--- config.mk ---
export PLATFORM = sky130hd
export DESIGN_NAME = rf_writeback
export DESIGN_NICKNAME = d
export VERILOG_FILES = /design/src/rtl/rf_pkg.sv /design/src/rtl/rf_writeback_ld_tag_fifo.sv /design/src/rtl/rf_writeback.sv
export SDC_FILE = /design/constraint.sdc
export NUM_CORES = 1
export LEC_CHECK = 0
export ABC_AREA = 1
export CAP_MARGIN = 30
export CORE_MARGIN = 1
export CORE_UTILIZATION = 51
export CTS_CLUSTER_SIZE = 30
export DETAILED_ROUTE_END_ITERATION = 8
export PLACE_DENSITY = 0.8
export SYNTH_ARGS = -nofsm -noshare
export SYNTH_HDL_FRONTEND = slang
export SYNTH_SLANG_ARGS = --single-unit
--- constraint.sdc ---
create_clock -name clk -period 3.3 [get_ports clk]
set_input_delay 0.495 -clock clk [delete_from_list [all_inputs] [get_ports clk]]
set_output_delay 0.495 -clock clk [all_outputs]
set_load 0.01 [all_outputs]
--- src/rtl/rf_pkg.sv ---
// rf_pkg: shared constants and types for the register-file writeback path
package rf_pkg;
  localparam int DW = 8;
  localparam int AW = 4;
  localparam int NREG = 9;
  localparam int ACC_IDX = 8;
  localparam int QDEPTH = 4;
  typedef logic [AW-1:0] reg_idx_t;
  typedef logic [DW-1:0] data_t;
  typedef enum logic [1:0] {WB_NONE, WB_ALU, WB_MEM} wb_src_e;
endpackage

--- src/rtl/rf_writeback_ld_tag_fifo.sv ---
// ld_tag_fifo: in-order queue of pending load destination registers
module ld_tag_fifo #(
  parameter int DEPTH = 4,
  parameter int W = 4
) (
  input  logic                   clk,
  input  logic                   rst_n,
  input  logic                   push,
  input  logic                   pop,
  input  logic [W-1:0]           din,
  output logic [W-1:0]           head,
  output logic [$clog2(DEPTH):0] count,
  output logic                   full,
  output logic                   empty
);
  localparam int PW = $clog2(DEPTH);
  logic [W-1:0] mem [DEPTH];
  logic [PW-1:0] rd, wr;
  assign head = mem[rd];
  assign full = count == (PW+1)'(DEPTH);
  assign empty = count == '0;
  // storage needs no reset; only entries between rd and wr are ever read
  always_ff @(posedge clk)
    if (push) mem[wr] <= din;
  // pointers wrap naturally at the power-of-two depth
  always_ff @(posedge clk or negedge rst_n)
    if (!rst_n) begin
      rd <= '0;
      wr <= '0;
      count <= '0;
    end else begin
      if (push) wr <= wr + PW'(1);
      if (pop) rd <= rd + PW'(1);
      count <= count + (PW+1)'(push) - (PW+1)'(pop);
    end
endmodule

--- src/rtl/rf_writeback.sv ---
// rf_writeback: merges ALU results and load returns onto the register-file write port
import rf_pkg::*;
module rf_writeback #(
  parameter int QDEPTH = 4
) (
  input  logic            clk,
  input  logic            rst_n,
  input  logic            alu_valid,
  input  logic [AW-1:0]   alu_dst,
  input  logic [DW-1:0]   alu_data,
  input  logic            ld_issue,
  input  logic [AW-1:0]   ld_dst,
  input  logic            mem_valid,
  input  logic [DW-1:0]   mem_data,
  output logic            mem_ready,
  output logic            rf_we,
  output logic [AW-1:0]   rf_ptr_w,
  output logic [DW-1:0]   rf_di,
  output logic [NREG-1:0] busy,
  output logic            ld_full,
  output logic            err
);
  localparam int CW = $clog2(QDEPTH) + 1;
  localparam int RS = 1 << AW;
  reg_idx_t head;
  logic [CW-1:0] count;
  logic fifo_full, empty, push, pop;
  logic [NREG-1:0] clr, set, busy_eff;
  logic [RS-1:0] busy_x, busy_eff_x;
  logic ld_ok, alu_ok, ld_busy, alu_busy, can_push, err_now;
  wb_src_e src;

  ld_tag_fifo #(.DEPTH(QDEPTH), .W(AW)) u_fifo (
    .clk(clk), .rst_n(rst_n), .push(push), .pop(pop), .din(ld_dst),
    .head(head), .count(count), .full(fifo_full), .empty(empty)
  );

  assign ld_full = count == CW'(QDEPTH);

  // arbitration, scoreboard update and error detection; a returning load clears its
  // busy bit before the issue check so a same-register reissue is accepted
  always_comb begin
    mem_ready = !alu_valid && !empty;
    pop = mem_valid && mem_ready;
    clr = pop ? NREG'(1) << head : '0;
    busy_eff = busy & ~clr;
    busy_x = RS'(busy);
    busy_eff_x = RS'(busy_eff);
    ld_ok = ld_dst < AW'(NREG);
    alu_ok = alu_dst < AW'(NREG);
    ld_busy = busy_eff_x[ld_dst];
    alu_busy = busy_x[alu_dst];
    can_push = !fifo_full || pop;
    push = ld_issue && ld_ok && can_push && !ld_busy;
    set = push ? NREG'(1) << ld_dst : '0;
    err_now = (ld_issue && !(ld_ok && can_push && !ld_busy)) ||
              (alu_valid && (!alu_ok || alu_busy)) || (mem_valid && empty);
    src = (alu_valid && alu_ok) ? WB_ALU : pop ? WB_MEM : WB_NONE;
  end

  // registered write port, busy scoreboard and sticky error
  always_ff @(posedge clk or negedge rst_n)
    if (!rst_n) begin
      rf_we <= 1'b0;
      rf_ptr_w <= '0;
      rf_di <= '0;
      busy <= '0;
      err <= 1'b0;
    end else begin
      rf_we <= src != WB_NONE;
      rf_ptr_w <= src == WB_ALU ? alu_dst : src == WB_MEM ? head : rf_ptr_w;
      rf_di <= src == WB_ALU ? alu_data : src == WB_MEM ? mem_data : rf_di;
      busy <= busy_eff | set;
      err <= err | err_now;
    end
endmodule

After elaboration in Yosys (flattened, before gate mapping):

Memory sizes are Yosys's and may differ from the RTL's.
Cells that the tools add are included.

* memory bits (writable): 16
* memories: 1
* register bits after elaboration: 30
* output and inout port bits: 25
* word-level logic and storage cells: 64

* $add $sub $neg: 4
* bitwise logic cells: 4
* reduce and logical (&&, ||, !) cells: 24
* shift operators: 2
* eq/ne operators: 3
* order comparisons: 4
* multiplexer cells: 14

Memory list
* u_fifo.mem: words 4, width 4, rd ports 1, clocked after memory_dff 0, wr ports 1, line rf_writeback_ld_tag_fifo.sv:17 `logic [W-1:0] mem [DEPTH];`

Operators with widths (count)
* $mux 9: 2
* $shl 1x4->9 const A: 2
* $mux 8: 2
* $logic_and 1x1->1: 11
* $lt 4x5->1 const B: 2
* $and 9x9->9: 1
* $not 9->9: 1
* $or 9x9->9: 1
* $bmux 1 s4: 2
* $lt 4x4->1 const B: 2
* $mux 4: 2
* $logic_not 1->1: 6
* $add 2x1->2 const B: 2
* $logic_or 1x1->1: 4
* $mux 1: 4
* $mux 2: 2
* $reduce_bool 2->1: 2
* $add 3x1->3: 1
* $eq 3x3->1 const B: 1
* $logic_not 3->1: 1
* $sub 3x1->3: 1
* $eq 2x1->1 const B: 1
* $eq 2x2->1 const B: 1
* $or 1x1->1: 1

Logic depth before layout (Yosys ltp):

* word-level depth: 16
* gate-level depth with buffers: 16

Cells and area by module:

Synthesis repeated with hierarchy kept, for this count alone.

* cell total of the unflattened synthesis: 314
* area total of the unflattened synthesis: 2603.7 sq um

By module, submodules not included
* rf_writeback: seq. area each 575.6 sq um, area each 1516.5 sq um, cells each 206, times used 1
* ld_tag_fifo: seq. area each 655.6 sq um, area each 1087.3 sq um, cells each 108, times used 1

Least setup slack after synthesis:

OpenSTA, ideal clock, no wires.

* path type: reg-to-reg
* start point: register u_fifo.rd[0]
* end point: register u_fifo.count[2]
* slack: 890 ps
* path buffers: 1
* cell stages (with the launch flop): 17
* data required time: 3178 ps
* data arrival time: 2289 ps
* library setup time: 122 ps
* period minus slack after synthesis: 2410 ps
* cells stage by stage: dfrtp_1 > buf_6 > nand2_1 > o21ai_0 > nand2_1 > nand2_1 > nor2_2 > nand3_1 > nand3_1 > nand2_1 > o21ai_2 > nand4_2 > inv_1 > ha_1 > inv_1 > fa_1 > xor2_1

* word-level cells in the longest chain between the ends: 11

Ends and longest elaborated chain
* from (decl): line rf_writeback_ld_tag_fifo.sv:18 `logic [PW-1:0] rd, wr;`
* from (signal assigned): line rf_writeback_ld_tag_fifo.sv:33 `if (pop) rd <= rd + PW'(1);`
* $mem_v2 4x4
* $shl 1x4->9: line rf_writeback.sv:45 `clr = pop ? NREG'(1) << head : '0;`
* $mux 9: line rf_writeback.sv:45
* $not 9->9: line rf_writeback.sv:46 `busy_eff = busy & ~clr;`
* $and 9x9->9: line rf_writeback.sv:46
* $bmux 1 s4: line rf_writeback.sv:51 `ld_busy = busy_eff_x[ld_dst];`
* $mux 1 (implied by the code): line rf_writeback.sv:51
* $logic_not 1->1: line rf_writeback.sv:54 `push = ld_issue && ld_ok && can_push && !ld_busy;`
* $logic_and 1x1->1: line rf_writeback.sv:54
* named net push: line rf_writeback.sv:27 `logic fifo_full, empty, push, pop;`
* $add 3x1->3: line rf_writeback_ld_tag_fifo.sv:34 `count <= count + (PW+1)'(push) - (PW+1)'(pop);`
* $sub 3x1->3: line rf_writeback_ld_tag_fifo.sv:34
* to (signal assigned): line rf_writeback_ld_tag_fifo.sv:34
* to (decl): line rf_writeback_ld_tag_fifo.sv:12 `output logic [$clog2(DEPTH):0] count,`

The timed path passes the listed nets, and every way through them passes these cells. The select of a mux whose other input is x is not followed.
A chain may end at the register's enable or synchronous reset.

Worst setup path after layout:

Ends and elaborated chain as after synthesis.

==> metrics.md <==
| Metric | Value |
|---|---|
| Total track usage | `25.10%` |
| TNS Setup | `0 ns` |
| TritonCTS clock tree | `yes` |
| Final hold slack | `0.4733 ns` |
| Vias in the first global route | `2202` |
| Max clock buf depth | `2` |
| Worst EP required | `3.48 ns` |
| Largest cells by area after synthesis | `dfrtp_1 (30%), edfxtp_1 (19%), nand2_1 (10%)` |
| Post-CTS Resized | `0` |
| Final min period | `2.900 ns` |
| Filler cells | `389` |
| Final period utilization | `87.89%` |
| Non-filler cells, final | `436` |
| Worst path cell trace | `inv_2 -> nand2_1 -> nand3_1 -> nand2_2 -> nor2_1 -> nand3_1 -> nand3_1 -> nand2_1 -> o21ai_0 -> nand4_2 -> inv_1 -> ha_1 -> inv_1 -> fa_1 -> xor2_1` |
| Worst-path clk slew | `0.08 ns` |
| Post-CTS Setup Repair Bufs | `0` |
| Buffers on Ports | `53` |
| CP arrival | `3.08 ns` |
| Delay-heaviest family, CP | `simple AND/OR/NAND/NOR gates` |
| Final hold violations | `0` |
| Worst-Margin Slew | `0.5462 ns` |
| Synth Cell Area | `2515 µm²` |
| Gr ovfl total | `0` |
| DR iter-0 viols | `152` |
| Starting Density | `53.25%` |
| Leakage | `1.469 nW` |
| Share of layout cells above drive strength 1 | `7.046%` |
| Via count | `2301` |
| Core area | `4723 µm²` |
| Met1 usage | `32.48%` |
| Total power | `2.248 mW` |
| Met2 usage | `42.99%` |
| Most frequent cells in the layout | `nand2_1 (70), clkdlybuf4s50_1 (53), nor2_1 (42)` |
| Routed wire length | `5965 µm` |
| Die Span Y | `72.22 µm` |
| Worst-skew pair later-pin latency | `0.30 ns` |
| Die ar. | `5216 µm²` |
| CP peak stage delay | `0.56 ns` |
| Worst Reg-to-Reg Cells | `15` |
| P&R area growth vs syn | `27.01%` |
| Hold Path Depth | `2` |
| Status | `finished, final reports clean` |
| Pre-CTS setup slack | `0.2573 ns` |
| # diodes | `0` |
| PwrDens | `703.6 nW/µm²` |
| Final WS setup | `0.3997 ns` |
| Syn_area_per_cell | `8.061 µm²` |
| Global-route wire length before repair | `10040 µm` |
| Worst vdd ir | `0.0003542 V` |
| Syn_nets | `348` |
| Slowest-stage cell, CP | `dfrtp_1` |
| Busiest metal layer after global routing | `met2` |
| Cts hold-fix bufs | `0` |
| Synth Register Bits | `46` |
| Commonest non-fill, non-tap cell in the layout | `nand2_1` |
| Slew HR | `63.55%` |
| Nets | `404` |
| Netlist cell types | `27` |
| Synth area leader | `dfrtp_1` |
| Yosys top cell area share | `29.85%` |
| GR Util met3 | `4.861%` |
| Critical path launch point type | `flop` |
| Worst path bufs/invs | `3` |
| Drt pass-1 iters | `4` |
| Post-DRT Antenna Nets | `0` |
| Placed Cells | `428` |
| Max Cap Viol | `0` |
| Most used cell, CP | `nand3_1` |
| Vias per cell | `5.278` |
| RSZ-0062 raised after global routing | `false` |
| Cts bufs inserted | `5` |
| CTS sink cnt | `46` |
| FP Rows | `25` |
| CP max FO | `14` |
| Pin count of the biggest net entering global routing | `31` |
| Initial antenna violation count | `0` |
| Worst path depth | `15` |
| Routed len/inst | `13.68 µm` |
| Die W | `72.22 µm` |
| Root buf cell | `clkbuf_8` |
| Post-synthesis cell count | `312` |
| # DRC | `0` |
| Post-DP HPWL | `4473 µm` |
| Max-slew violation count | `0` |
| Min-delay worst type | `flop to flop` |
| Ys Warns | `0` |
| GPL Wtd Cong | `1.012` |
| Post-synthesis sequential area ratio | `48.96%` |
| IO Pins | `54` |
| Crit. End Element | `flop` |
| Skew final | `0.005783 ns` |
| CTS H-tree lvls | `2` |
| Final-report setup violation count | `0` |
| Fmax | `344.8 MHz` |
| Critical path class | `flop to flop` |
worst min-delay path: cells and delay by family, from the launching register on:
kind | cells | cell delay [ns]
and+or+nand+nor | 1 | 0.05
AOI/OAI and AO/OA | 1 | 0.05
DFF | 1 | 0.35
report_power, final:
| group | internal [mW] | total, mW | switching, mW |
|---|---|---|---|
| clock | 0.146 | 0.327 | 0.181 |
| combinational | 0.440 | 1.00 | 0.561 |
| sequential | 0.756 | 0.919 | 0.163 |
stage by stage:
stage	utilization (%)	instance area [µm²]
after global placement	65.91	3113
after detailed placement	65.91	3113
after CTS	67.63	3194
after floorplan	-	2515
final	67.63	3194
after global routing	67.63	3194
per-layer routing:
| metal | wire length (µm) | vias to the layer above |
|---|---|---|
| met4 | 92 | 0 |
| met1 | 2541 | 1069 |
| li1 | - | 1133 |
| met3 | 371 | 12 |
| met5 | 0 | - |
| met2 | 2959 | 87 |
area by class of cell:
class	instances	area, µm²	area share [%]
clock buffers	6	72.57	2.272
clock inverters	2	8.758	0.2742
inverters	39	146.4	4.583
multi-input cells	217	1076	33.69
flip-flops and latches	46	1231	38.54
well taps	67	83.83	2.624
repair buffers	59	575.6	18.02
registers in the layout (all words and copies together) (netlist names):
register and cells:
busy 9, u_fifo.mem 16, u_fifo.count 3, u_fifo.rd 2, rf_di 8, u_fifo.wr 2
rf_ptr_w 4, rf_we 1, err 1
path summary, 6_finish.rpt:
check,end,from,slack [ns]
worst max-delay path,u_fifo.count[2],u_fifo.rd[0],0.40
worst min-delay path,err,err,0.47
worst max register to register,u_fifo.count[2],u_fifo.rd[0],0.40
worst min register to register,err,err,0.47
max in group asynchronous,u_fifo.wr[0],rst_n,2.42
min in group asynchronous,rf_di[7],rst_n,0.59
Yosys cell counts:
master     n
a21oi_1   11
a221oi_1   1
buf_1      1
buf_2      1
buf_4      2
buf_6      2
clkbuf_1   4
clkinv_1   1
dfrtp_1   30
edfxtp_1  16
fa_1       1
ha_1       6
inv_1     36
inv_2      2
nand2_1   70
nand2_2    5
nand3_1   35
nand4_1   11
nand4_2    1
nor2_1    42
nor2_2     4
o211ai_1   4
o21ai_0   19
o21ai_2    1
o221ai_1   2
or2_2      1
xor2_1     3
cell families (layout without fill, tap and decap cells):
group,Yosys count,after routing,share of synthesized area (%)
xor gates and xnor gates,3,3,1.045
AOI/OAI and AO/OA,38,38,8.557
buffers and inverters,49,106,8.258
adders and majority gates,7,7,3.781
and+or+nand+nor,169,169,29.40
DFF,46,46,48.96
Note: power is estimated with default switching activity, not from simulation.
==> RTL change (config.mk and constraints unchanged) <==
Change the package constant `AW` from 4 to 3.
--- a/src/rtl/rf_pkg.sv
+++ b/src/rtl/rf_pkg.sv
@@ -1,7 +1,7 @@
 // rf_pkg: shared constants and types for the register-file writeback path
 package rf_pkg;
   localparam int DW = 8;
-  localparam int AW = 4;
+  localparam int AW = 3;
   localparam int NREG = 9;
   localparam int ACC_IDX = 8;
   localparam int QDEPTH = 4;
Interface: changed (resized alu_dst, ld_dst and rf_ptr_w); port bits go from 54 to 51. The function was not compared with the original's and may differ.
==> RTL change against the original RTL <==
Clock skew increased by 0.0013 ns; cell area decreased by 24%; register-to-register slack improved by 0.51 ns; area after synthesis decreased by 28%; wire length decreased by 37%; sequential cell count decreased by 6; total power decreased by 28%; setup slack improved by 0.45 ns; count of clock-buffer cells in the layout decreased by 1; cell count decreased by 34%; largest cell class unchanged; largest power group is now sequential cells.
==> RTL change: results (changes against the original RTL) <==
[hold_path]
hp-start = rf_ptr_w[2]
hold_end = rf_ptr_w[2]

[power]
power.density_mw_per_mm2 = 669  ; -4.9%
leakagePower_nw = 1.13  ; -23%
p_sw_frac = 0.354  ; -0.0487
peakVddDrop_uv = 402  ; +14%

[run_status]
outcome = finished, final reports clean

[logic_synthesis]
synth_commonest_cells = nand2_1, dfrtp_1, inv_1
async_flop_share = 0.700  ; +0.0478
syn-mean-instance-area_sq_um = 9.67  ; +20%
yosysSeqAreaShare = 0.587  ; +0.0973

[cells_and_area]
post_layout_nonfiller_instances = 289  ; -34%
sh_seq_area = 0.437  ; +0.0519
largest_register_ffs = 12  ; -4
buf_share = 0.205  ; +0.0251
nClkBuffers = 5  ; -1
seq_cells = 40  ; -13%
non_clock_inverter_count = 27  ; -31%
regArea_sq_mm = 0.00106  ; -14%
drive_gt1_frac = 0.0782  ; +0.00773
area_share_clock_buf_inv = 0.0309  ; +0.00548
multi_input_area_share = 0.261  ; -0.0759

[detailed_routing]
wl_met1_mm = 1.61  ; -37%
wl_met3_microns = 164  ; -56%
viasPerCell = 4.89  ; -7.3%

[worst_setup_path]
cp_slowest_cell = clkdlybuf4s50_1
startpoint = alu_valid
crit_fanout = 8  ; -6
r2r_slack_ns = 0.91  ; +0.51 ns

[global_routing]
grt_max_degree = 29  ; -6.5%

[place]
placed_cells = 281  ; -34%
dp_hpwl_mm = 2.92  ; -35%
routabilityCongestion = 0.867  ; -14%

[clocking]
clock_latency_ns = 0.33  ; +0.03 ns

RTL change: cell types whose count changed in the layout (fill, tap and decap cells not counted), sizes merged, moves of 6 or more:
| cell | unedited run | this run |
|---|---|---|
| nor2 | 46 | 12 |
| nand4 | 12 | 2 |
| o21ai | 20 | 2 |
| nand3 | 35 | 17 |
| inv | 38 | 26 |
| a21oi | 11 | 3 |
| nand2 | 75 | 61 |
| a21boi | 0 | 6 |
RTL change: logic make-up (layout without fill, tap and decap cells):
| kind of cell | Yosys count | count (layout) | share of synthesized area |
|---|---|---|---|
| AO/OA/AOI/OAI | 13 | 13 | 0.0471 |
| XOR/XNOR | 3 | 3 | 0.0145 |
| adder cells (fa/ha/maj) | 7 | 7 | 0.0526 |
| buffers and inverters | 29 | 85 | 0.0630 |
| flip-flops | 40 | 40 | 0.587 |
| other | 1 | 1 | 0.00207 |
| AND/OR/NAND/NOR | 94 | 94 | 0.234 |
